$ cat src/rtl/iq_mag_sq.sv
// Iterative I^2+Q^2 magnitude-squared stage; accept at edge N gives dout_valid after edge N+IQ_W.
// One sample in flight; the result is held in DONE for as long as dout_ready stays low.
module iq_mag_sq #(
    parameter int IQ_W = 16
) (
    input  logic                  clk,
    input  logic                  rst,
    input  logic [IQ_W-1:0]       din_i,
    input  logic [IQ_W-1:0]       din_q,
    input  logic                  din_valid,
    output logic                  din_ready,
    output logic [2*IQ_W-1:0]     dout,
    output logic                  dout_valid,
    input  logic                  dout_ready
);

    localparam int DOUT_W = 2 * IQ_W;
    localparam int CNT_W  = (IQ_W > 1) ? $clog2(IQ_W) : 1;

    typedef enum logic [1:0] {
        S_IDLE,
        S_CALC,
        S_DONE
    } state_t;

    state_t              r_state;
    state_t              w_state_nxt;
    logic [IQ_W-1:0]     r_a;
    logic [IQ_W-1:0]     r_b;
    logic [DOUT_W-1:0]   r_acc;
    logic [DOUT_W-1:0]   r_dout;
    logic                r_dout_valid;
    logic                r_din_ready;
    logic [CNT_W-1:0]    r_cnt;

    logic                w_accept;
    logic                w_release;
    logic                w_last;
    logic [IQ_W-1:0]     w_abs_i;
    logic [IQ_W-1:0]     w_abs_q;
    logic [DOUT_W-1:0]   w_pa;
    logic [DOUT_W-1:0]   w_pb;
    logic [DOUT_W-1:0]   w_acc_nxt;

    assign w_accept  = din_valid & r_din_ready;
    assign w_release = r_dout_valid & dout_ready;
    assign w_last    = (r_cnt == CNT_W'(IQ_W - 1));

    // Negating the most negative value wraps to 2^(IQ_W-1), which is correct as unsigned.
    assign w_abs_i = din_i[IQ_W-1] ? (~din_i + 1'b1) : din_i;
    assign w_abs_q = din_q[IQ_W-1] ? (~din_q + 1'b1) : din_q;

    assign w_pa      = r_a[r_cnt] ? ({{IQ_W{1'b0}}, r_a} << r_cnt) : '0;
    assign w_pb      = r_b[r_cnt] ? ({{IQ_W{1'b0}}, r_b} << r_cnt) : '0;
    assign w_acc_nxt = r_acc + w_pa + w_pb;

    always_ff @(posedge clk) begin
        if (!rst) begin
            r_state <= S_IDLE;
        end else begin
            r_state <= w_state_nxt;
        end
    end

    always_comb begin
        w_state_nxt = r_state;
        case (r_state)
            S_IDLE:  if (w_accept)  w_state_nxt = S_CALC;
            S_CALC:  if (w_last)    w_state_nxt = S_DONE;
            S_DONE:  if (w_release) w_state_nxt = S_IDLE;
            default: w_state_nxt = S_IDLE;
        endcase
    end

    always_ff @(posedge clk) begin
        if (!rst) begin
            r_a          <= '0;
            r_b          <= '0;
            r_acc        <= '0;
            r_cnt        <= '0;
            r_dout       <= '0;
            r_dout_valid <= 1'b0;
            r_din_ready  <= 1'b0;
        end else begin
            case (r_state)
                S_IDLE: begin
                    if (w_accept) begin
                        r_a         <= w_abs_i;
                        r_b         <= w_abs_q;
                        r_acc       <= '0;
                        r_cnt       <= '0;
                        r_din_ready <= 1'b0;
                    end else begin
                        r_din_ready <= 1'b1;
                    end
                end
                S_CALC: begin
                    r_acc <= w_acc_nxt;
                    if (w_last) begin
                        r_dout       <= w_acc_nxt;
                        r_dout_valid <= 1'b1;
                    end else begin
                        r_cnt <= r_cnt + 1'b1;
                    end
                end
                S_DONE: begin
                    if (w_release) begin
                        r_dout_valid <= 1'b0;
                        r_din_ready  <= 1'b1;
                    end
                end
                default: begin
                    r_dout_valid <= 1'b0;
                    r_din_ready  <= 1'b0;
                end
            endcase
        end
    end

    assign din_ready  = r_din_ready;
    assign dout       = r_dout;
    assign dout_valid = r_dout_valid;

endmodule

$ cat config.mk
export PLATFORM = sky130hd
export DESIGN_NAME = iq_mag_sq
export DESIGN_NICKNAME = d
export VERILOG_FILES = /design/src/rtl/iq_mag_sq.sv
export SDC_FILE = /design/constraint.sdc
export NUM_CORES = 1
export LEC_CHECK = 0
export BUFFER_PORTS_ARGS = -buffer_cell sky130_fd_sc_hd__buf_2
export CAP_MARGIN = 40
export CORE_MARGIN = 10
export CORE_UTILIZATION = 60
export CTS_CLUSTER_DIAMETER = 60
export DETAILED_ROUTE_END_ITERATION = 7
export PLACE_DENSITY = 0.85
export SKIP_LAST_GASP = 1
export SLEW_MARGIN = 20
export SYNTH_ARGS = -nofsm -noshare
export SYNTH_HDL_FRONTEND = slang
export SYNTH_SLANG_ARGS = --single-unit
$ cat constraint.sdc
create_clock -name clk -period 5.95 [get_ports clk]
set_input_delay 0.8925 -clock clk [delete_from_list [all_inputs] [get_ports clk]]
set_output_delay 0.8925 -clock clk [all_outputs]
set_load 0.02 [all_outputs]
==> results of run 1 <==
==> timing repair <==
action                                  CTS  global route
buffers inserted                          0             0
gates resized for setup                   0             1
hold endpoints to repair                  0             0
endpoints found under the setup margin    0             4
==> worst reg2reg max path: cells and delay by family, from the launching register on <==
kind / cells / cell delay [ps]
AO/OA/AOI/OAI: 5 / 1270
XOR/XNOR: 1 / 290
adder cells (fa/ha/maj): 2 / 950
flip-flops: 1 / 740
multiplexers: 1 / 340
AND/OR/NAND/NOR: 6 / 1670
==> through the flow <==
| step | hold WS [ps] | instance area (µm²) | worst slack [ps] | cells |
|---|---|---|---|---|
| 6_report | 457.3 | 9341 | 545.0 | 1265 |
| 5_1_grt | 479.5 | 9341 | 172.9 | 1265 |
| 4_1_cts | 465.1 | 9311 | 403.6 | 1264 |
| 3_5_place_dp | 455.3 | 9021 | 444.5 | 1248 |
| 3_3_place_gp | 448.5 | 8987 | 493.9 | 1245 |
| 2_1_floorplan | 462.2 | 8616 | 1436 | 1058 |
==> cell usage after synthesis, types with 3 or more instances <==
library cell and n:
a211oi_1 21, a21boi_0 43, a21o_1 16, a21oi_1 55, a22o_1 15, a22oi_1 3
a31oi_1 9, a41oi_1 3, and2_1 17, and3_1 4, buf_1 6, buf_2 17
clkbuf_1 51, dfxtp_1 104, fa_1 32, ha_1 33, inv_1 12, mux2_2 29
mux2i_1 29, mux4_2 8, nand2_1 147, nand2b_1 5, nand3_1 32, nand3b_1 3
nand4_1 12, nor2_1 109, nor2b_1 13, nor3_1 14, nor3b_1 5, nor4_1 3
o211a_1 29, o211ai_1 5, o21a_1 5, o21ai_0 52, o21bai_1 5, o31ai_1 8
o41ai_1 4, or2_2 7, or3_1 7, xnor2_1 20, xor2_1 37
==> layer usage <==
metal / global-route usage / part of all wire / routed length, µm
met2: 0.3786 / 0.48 / 10990
met5: 0 / 0 / 0
met4: 0.07500 / 0.024 / 555
met3: 0.05138 / 0.066 / 1513
met1: 0.2883 / 0.43 / 10010
==> cell families after synthesis <==
logic type / after synthesis
and+or+nand+nor: 383
xor gates and xnor gates: 57
muxes: 66
buffers and inverters: 89
DFF: 104
AOI/OAI and AO/OA: 294
adders and majority gates: 65
==> area by class of cell <==
class	count	area [µm²]
sequential	104	2088
timing repair buffer	86	504.2
clock inverter	5	37.54
fill	1209	4647
clock buffer	11	252.7
tap	180	225.2
multi-input combinational	865	6181
inverter	14	52.55
==> power groups by stage <==
stage	logic (W)	registers, W	clock network, W
6_report	0.000291	0.000749	0.000585
5_1_grt	0.000319	0.000753	0.000620
4_1_cts	0.000285	0.000748	0.000596
3_5_place_dp	0.000284	0.000764	0
3_3_place_gp	0.000275	0.000763	0
2_1_floorplan	0.000217	0.000746	0
==> state kept, by name (all words and copies together) (netlist names) <==
| name | flops |
|---|---|
| dout | 32 |
| r_b | 16 |
| dout_valid | 1 |
| r_cnt | 4 |
| r_acc | 32 |
| r_a | 16 |
| din_ready | 1 |
| r_state | 2 |
==> worst max-delay path by stage <==
stage | cells past startpoint | end
2_1_floorplan | 19 | dout[31]$_SDFFE_PN0P_
3_3_place_gp | 16 | r_acc[23]$_SDFFE_PN0P_
3_5_place_dp | 16 | r_acc[23]$_SDFFE_PN0P_
4_1_cts | 16 | dout[24]$_SDFFE_PN0P_
5_1_grt | 16 | dout[27]$_SDFFE_PN0P_
6_report | 15 | r_acc[23]$_SDFFE_PN0P_
==> impl_metrics.tcl, run 1 <==
set metrics [dict create \
    worstHoldEndpoint "dout[5]$_SDFFE_PN0P_" \
    p_leak_nw 4.047 \
    critical_path_class "reg2reg" \
    n_antenna_cell 0 \
    fmax_mhz 185.0 \
    core_area_mm2 0.01399 \
    maxCapViolCount 0 \
    fin_skew_ps 9.075 \
    grt_util_all_layers 0.2292 \
    die_x_um 139.8 \
    grt_antenna_before_repair 0 \
    timing.rr.start "r_cnt[1]$_SDFFE_PN0P_" \
    p_per_area_mw_per_mm2 174.0 \
    cp_data_required_time_ps 6180 \
    grt_pass1_wl_um 38120 \
    reg2reg_slack_ps 550 \
    combPwrFrac 0.179 \
    seqPwrFrac 0.461 \
    vias 7902 \
    start_util 0.6159 \
    io_pins 70 \
    final-max-slew-violation-count 0 \
    fin_util 0.6678 \
    finalPower_w 0.001626 \
    drt-total-wl_um 23080 \
    relSlewSlack 0.5005 \
    synth_adder_area_share 0.1223 \
    status "complete, no violations" \
    gp_congestion 1.038 \
    r2r_end "r_acc[23]$_SDFFE_PN0P_" \
    min_period_ps 5405 \
    grt_overflow 0 \
    synth_top_family_by_area "compound AO/OA/AOI/OAI gates" \
    worstPathCellList "mux4_2 -> nor2_1 -> or3_1 -> and2_1 -> a211oi_1 -> fa_1 -> ha_1 -> a21oi_1 -> nor2_1 -> nor3_1 -> nand2_1 -> a31oi_1 -> o21bai_1 -> xnor2_1 -> o21ai_0" \
    async_reset_ff_frac 0 \
    rsz0062_at_grt "no" \
    syn_nets 1159 \
    synth_top_area_share 0.2416 \
    clkTransAtPathRegs_ps 70 \
    yosys.area_share.simple 0.1995 \
    swShare 0.2962 \
    grt_start_max_net_pins 90 \
    drc 0 \
    final_nets 1181 \
    synth_top_flop_cell "dfxtp_1" \
    r2r_cells 15 \
    tns_ps 0 \
    drt-wirelength-per-cell_um 18.24 \
    switching_power_w 0.0004816 \
    synthDistinctLibCells 64 \
    dieArea_mm2 0.01955 \
    postSynthCellCount 1058 \
    final_cell_mix "147 x nand2_1, 108 x nor2_1, 101 x dfxtp_1" \
    insertion_delay_ps 360 \
    cp-start-kind "flip-flop" \
    cp_max_fo 29 \
    synth.avg_cell_area_um2 8.143 \
    finalSetupViolCount 0 \
    synth_seq_area_share 0.2416 \
    worst_pin_slew_ps 749.2 \
    tritoncts "yes" \
    ir_worst_vdd_mv 0.2223 \
    drt_iter0_drc 675 \
    worst-path-buf-inv 0 \
    crit_path_end_kind "flip-flop" \
    internal_power_w 0.001144 \
    area_growth_syn_to_layout_pct 8.423 \
    fp.dieH_um 139.8 \
    hpwl_um 17700 \
    synth_xor_area_frac 0.05794 \
    clk_path_buf_depth 2 \
    worstSetupStartpoint "r_cnt[1]$_SDFFE_PN0P_" \
    hold_viol 0 \
    ant_nets 0 \
    vias_per_cell 6.247 \
    drive_gt1_frac 0.1512 \
    cts_made_buffers 9 \
    dr.pass1.iters 6 \
    yosys-mux-area-fraction 0.09251 \
    rows 43 \
    hp-start "dout[5]$_SDFFE_PN0P_" \
    crit_arrival_ps 5630 \
    yosysTopAreaCell "dfxtp_1" \
    whs_path_depth 2 \
    yosysWarnings 0 \
    clockPowerShare 0.360 \
    clock-sinks 104 \
    hp-class "reg2reg" \
    slowest_stage "dfxtp_2" \
    finalCritPeriodShare 0.9084 \
    crit_family "simple AND/OR/NAND/NOR gates" \
    synth_compound_area_frac 0.2440 \
    synth.area.top_cells "dfxtp_1 24%, fa_1 7.4%, nand2_1 6.4%, ha_1 4.8%, nor2_1 4.7%" \
    critPathMaxStageDelay_ps 740 \
    syn_area_mm2 0.008616 \
    synth_edf_count 0 \
    htreeDepth 3 \
    cts_root_buf "clkbuf_16" \
    postCtsHoldBufs 0 \
    portBuffers 69 \
    crit_top_cell "nor2_1" \
    synth-seq-cells 104 \
    final_common_cell "nand2_1" \
    grt_pass1_vias 7651 \
]
(Power assumes the default switching activity.)
==> inputs of run 2 (changes only) <==
CORE_UTILIZATION = 55   (was 60)
PLACE_DENSITY = 0.79   (was 0.85)
==> impl_metrics.tcl, run 2 (synthesis results as in run 1) <==
set metrics [dict create \
    die_x_um 145.2 \
    ant_nets 0 \
    drt-wirelength-per-cell_um 18.12 \
    clock-sinks 104 \
    layout_setup_ws_ps 421.4 \
    rsz0062_at_grt "no" \
    min_period_ps 5529 \
    register_area_mm2 0.002086 \
    maxCapViolCount 0 \
    final_cell_mix "147 x nand2_1, 108 x nor2_1, 101 x dfxtp_1" \
    drt_iter0_drc 627 \
    cts_root_buf "clkbuf_16" \
    ir_worst_vdd_mv 0.1998 \
    postCtsSetupBuffers 0 \
    hpwl_um 18120 \
    fin_area_mm2 0.009361 \
    dr.pass1.iters 5 \
    final_common_cell "nand2_1" \
    finalSetupViolCount 0 \
    n_fill_cell 1370 \
    grt_pass1_wl_um 39120 \
    cp_max_fo 33 \
    portBuffers 69 \
    tritoncts "yes" \
    grt_pass1_vias 7538 \
    vias_per_cell 5.983 \
    p_leak_nw 4.033 \
    io_pins 70 \
    start_util 0.5647 \
    rows 45 \
    crit_arrival_ps 5820 \
    grt_start_max_net_pins 90 \
    hp-class "reg2reg" \
    multi_input_area_mm2 0.006181 \
    finalCritPeriodShare 0.9292 \
    worst_pin_slew_ps 788.0 \
    relSlewSlack 0.4747 \
    crit_path_end_kind "flip-flop" \
    hold_viol 0 \
    drive_gt1_frac 0.1504 \
    gp_congestion 1.009 \
    place_ws_ps 558.1 \
    tns_ps 0 \
    cts_made_buffers 9 \
    dieArea_mm2 0.02107 \
    fmax_mhz 180.9 \
    n_antenna_cell 0 \
    status "complete, no violations" \
    p_per_area_mw_per_mm2 173.5 \
    cp-start-kind "flip-flop" \
    cp_data_required_time_ps 6240 \
    grt_util_all_layers 0.2181 \
    cts.repair.resized 0 \
    final_nets 1180 \
    fin_util 0.6135 \
    htreeDepth 3 \
    core_area_mm2 0.01526 \
    insertion_delay_ps 360 \
    vias 7748 \
    grt_overflow 0 \
    postCtsHoldBufs 0 \
    critical_path_class "reg2reg" \
    drt-total-wl_um 23470 \
    area_growth_syn_to_layout_pct 8.655 \
    final-max-slew-violation-count 0 \
    drc 0 \
    fin_skew_ps 8.274 \
    grt_antenna_before_repair 0 \
    fp.dieH_um 145.2 \
    place_area_mm2 0.009049 \
    clk_path_buf_depth 2 \
    clkTransAtPathRegs_ps 70 \
]
==> run 2: changes by cell type in the layout (fill, tap and decap cells not counted) <==
cell        change
buf_6           -1
dfxtp_2         +1
inv_6           -1
clkinv_2        -1
dfxtp_4         -1
buf_12          +1
clkinv_4        +1
buf_16          -1
clkinvlp_4      +1
==> run 2: layout make-up <==
class,instances,area share
Timing Repair Buffer,85,0.05186
Clock buffer,11,0.02700
Inverter,14,0.005613
Tap cell,211,0.02820
Clock inverter,5,0.004277
Multi-Input combinational cell,865,0.6603
Sequential cell,104,0.2228
==> run 2: per-layer routing <==
metal  vias to the layer above  GRT usage  wire length (µm)
met5                         -          0                 0
li1                       3812          -                 -
met4                         0    0.05662               397
met1                      3686     0.2796             10630
met3                        32    0.03912              1185
met2                       218     0.3691             11250
==> run 2: worst max-delay path: stages (launching register included) <==
cell	delay, ps
dfxtp_2	820
mux4_2	580
mux2_2	290
nand2_1	260
and2_1	510
a211oi_1	120
fa_1	470
ha_1	420
nand4_1	190
o22ai_1	110
a211oi_1	600
o21bai_1	280
a311oi_1	390
xnor2_1	190
nand2_1	70
a21boi_0	140
==> run 2: path summary, 6_finish.rpt <==
kind                                               to  depth (start not counted)  slack, ps                  start
worst max-delay path            dout[24]$_SDFFE_PN0P_                         15        420  r_cnt[0]$_SDFFE_PN0P_
worst min-delay path             dout[1]$_SDFFE_PN0P_                          2        460   dout[1]$_SDFFE_PN0P_
worst max register to register  dout[24]$_SDFFE_PN0P_                         15        420  r_cnt[0]$_SDFFE_PN0P_
worst min register to register   dout[1]$_SDFFE_PN0P_                          2        460   dout[1]$_SDFFE_PN0P_
==> run 2: where the power goes <==
group	switching, W	internal, W	leakage, nW
Sequential	0.0000344	0.000715	0.844
Clock	0.000277	0.000309	0.134
Combinational	0.000170	0.000118	3.05
Total	0.000481	0.00114	4.03
==> run 2: metrics by stage <==
stage	std cells	hold slack [ps]	power (W)
after global routing	1295	482.8	0.001694
after CTS	1294	465.9	0.001633
after global placement	1275	450.2	0.001040
after floorplan	1058	462.2	0.0009635
after detailed placement	1278	456.1	0.001047
final	1295	457.5	0.001624
==> inputs of run 3 (changes only) <==
CORE_UTILIZATION = 40   (was 55)
PLACE_DENSITY = 0.62   (was 0.79)
==> impl_metrics.tcl, run 3 (synthesis results as in run 1) <==
set metrics [dict create \
    status "complete, no violations" \
    final_cell_mix "147 x nand2_1, 108 x nor2_1, 101 x dfxtp_1" \
    grt_pass1_vias 7439 \
    hold_viol 0 \
    ir_worst_vdd_mv 0.1416 \
    core_area_mm2 0.02109 \
    worstPathCellList "buf_4 -> mux4_2 -> nor2_1 -> or3_1 -> buf_4 -> nor3b_1 -> fa_1 -> fa_1 -> a211o_1 -> a211oi_2 -> o21ai_1 -> a211oi_2 -> o21ai_1 -> a21boi_0 -> xnor2_1 -> a22o_1" \
    final_nets 1181 \
    grt_overflow 0 \
    tritoncts "yes" \
    cts_root_buf "clkbuf_16" \
    cp_max_fo 29 \
    n_antenna_cell 0 \
    fin_skew_ps 9.390 \
    grt_util_all_layers 0.1641 \
    drt-wirelength-per-cell_um 17.43 \
    hp-class "reg2reg" \
    clock-sinks 104 \
    fp.dieH_um 166.8 \
    critical_path_class "reg2reg" \
    crit_path_end_kind "flip-flop" \
    die_x_um 166.8 \
    cp_data_required_time_ps 6210 \
    final_common_cell "nand2_1" \
    io_pins 70 \
    vias_per_cell 5.629 \
    critPathMaxStageDelay_ps 750 \
    area_growth_syn_to_layout_pct 10.17 \
    worst_pin_slew_ps 749.0 \
    start_util 0.4086 \
    portBuffers 69 \
    clk_path_buf_depth 2 \
    drc 0 \
    clkTransAtPathRegs_ps 80 \
    grt_pass1_wl_um 38500 \
    p_leak_nw 4.059 \
    insertion_delay_ps 360 \
    grt_start_max_net_pins 90 \
    drive_gt1_frac 0.1502 \
    hpwl_um 18390 \
    finalPower_w 0.001699 \
    htreeDepth 3 \
    dr.pass1.iters 6 \
    ant_nets 0 \
    grt_antenna_before_repair 0 \
    fmax_mhz 189.1 \
    maxCapViolCount 0 \
    dieArea_mm2 0.02781 \
    gp_congestion 0.9602 \
    rsz0062_at_grt "no" \
    postCtsHoldBufs 0 \
    tns_ps 0 \
    cts_made_buffers 9 \
    crit_arrival_ps 5550 \
    cp-start-kind "flip-flop" \
    p_per_area_mw_per_mm2 179.0 \
    vias 7655 \
    min_period_ps 5290 \
    finalCritPeriodShare 0.8890 \
    final-max-slew-violation-count 0 \
    drt-total-wl_um 23700 \
    rows 53 \
    relSlewSlack 0.5006 \
    cts.repair.resized 0 \
    postCtsSetupBuffers 0 \
    slowest_stage "dfxtp_2" \
    finalSetupViolCount 0 \
    drt_iter0_drc 621 \
]
-- run 3: cell types whose count changed in the layout (fill, tap and decap cells not counted), sizes merged --
cell,change
bufinv,+2
buf,+1
clkinvlp,-1
inv,-1
-- run 3: power breakdown --
part	internal, W	total [W]	leakage (nW)	switching (W)
Sequential	0.000715	0.000739	0.844	0.0000241
Combinational	0.000121	0.000298	3.06	0.000176
Clock	0.000380	0.000662	0.152	0.000282
Total	0.00122	0.00170	4.06	0.000483
-- run 3: worst paths after layout --
kind | from | to | slack (ps) | depth (start not counted)
min reg2reg | dout[7]$_SDFFE_PN0P_ | dout[7]$_SDFFE_PN0P_ | 460 | 2
min | dout[7]$_SDFFE_PN0P_ | dout[7]$_SDFFE_PN0P_ | 460 | 2
max reg2reg | r_cnt[1]$_SDFFE_PN0P_ | r_acc[25]$_SDFFE_PN0P_ | 660 | 16
max | r_cnt[1]$_SDFFE_PN0P_ | r_acc[25]$_SDFFE_PN0P_ | 660 | 16
-- run 3: final cells by class --
cell class / count / area [µm²]
Tap cell: 275 / 344.1
Multi-Input combinational cell: 865 / 6181
Timing Repair Buffer: 86 / 505.5
Fill cell: 2151 / 11600
Inverter: 14 / 52.55
Clock buffer: 11 / 242.7
Sequential cell: 104 / 2086
Clock inverter: 5 / 80.08
-- run 3: critical path: cells and delay by family, from the launching register on --
kind	cells	cell delay, ps
xor+xnor	1	160
compound gates	7	1840
fa+ha+maj	2	1020
mux	1	210
flops	1	750
buf+inv	2	500
simple gates	3	690
-- run 3: layer usage --
layer  global-route usage  wire [µm]  vias to the layer above
li1                     -          -                     3818
met4              0.04315        379                        0
met1               0.2100      11010                     3639
met2               0.2778      11390                      173
met5                    0          0                        -
met3              0.02848        918                       25
-- run 3: stage by stage --
step                        util  cells  area (µm²)  setup slack (ps)  hold slack [ps]
after floorplan                -   1058        8616              1436            462.2
after global placement    0.4315   1339        9099             538.7            450.7
after detailed placement  0.4329   1342        9129             549.1            456.8
after CTS                 0.4482   1358        9452             530.9            466.6
after global routing      0.4501   1360        9492             303.6            476.8
final                     0.4501   1360        9492             660.4            456.7
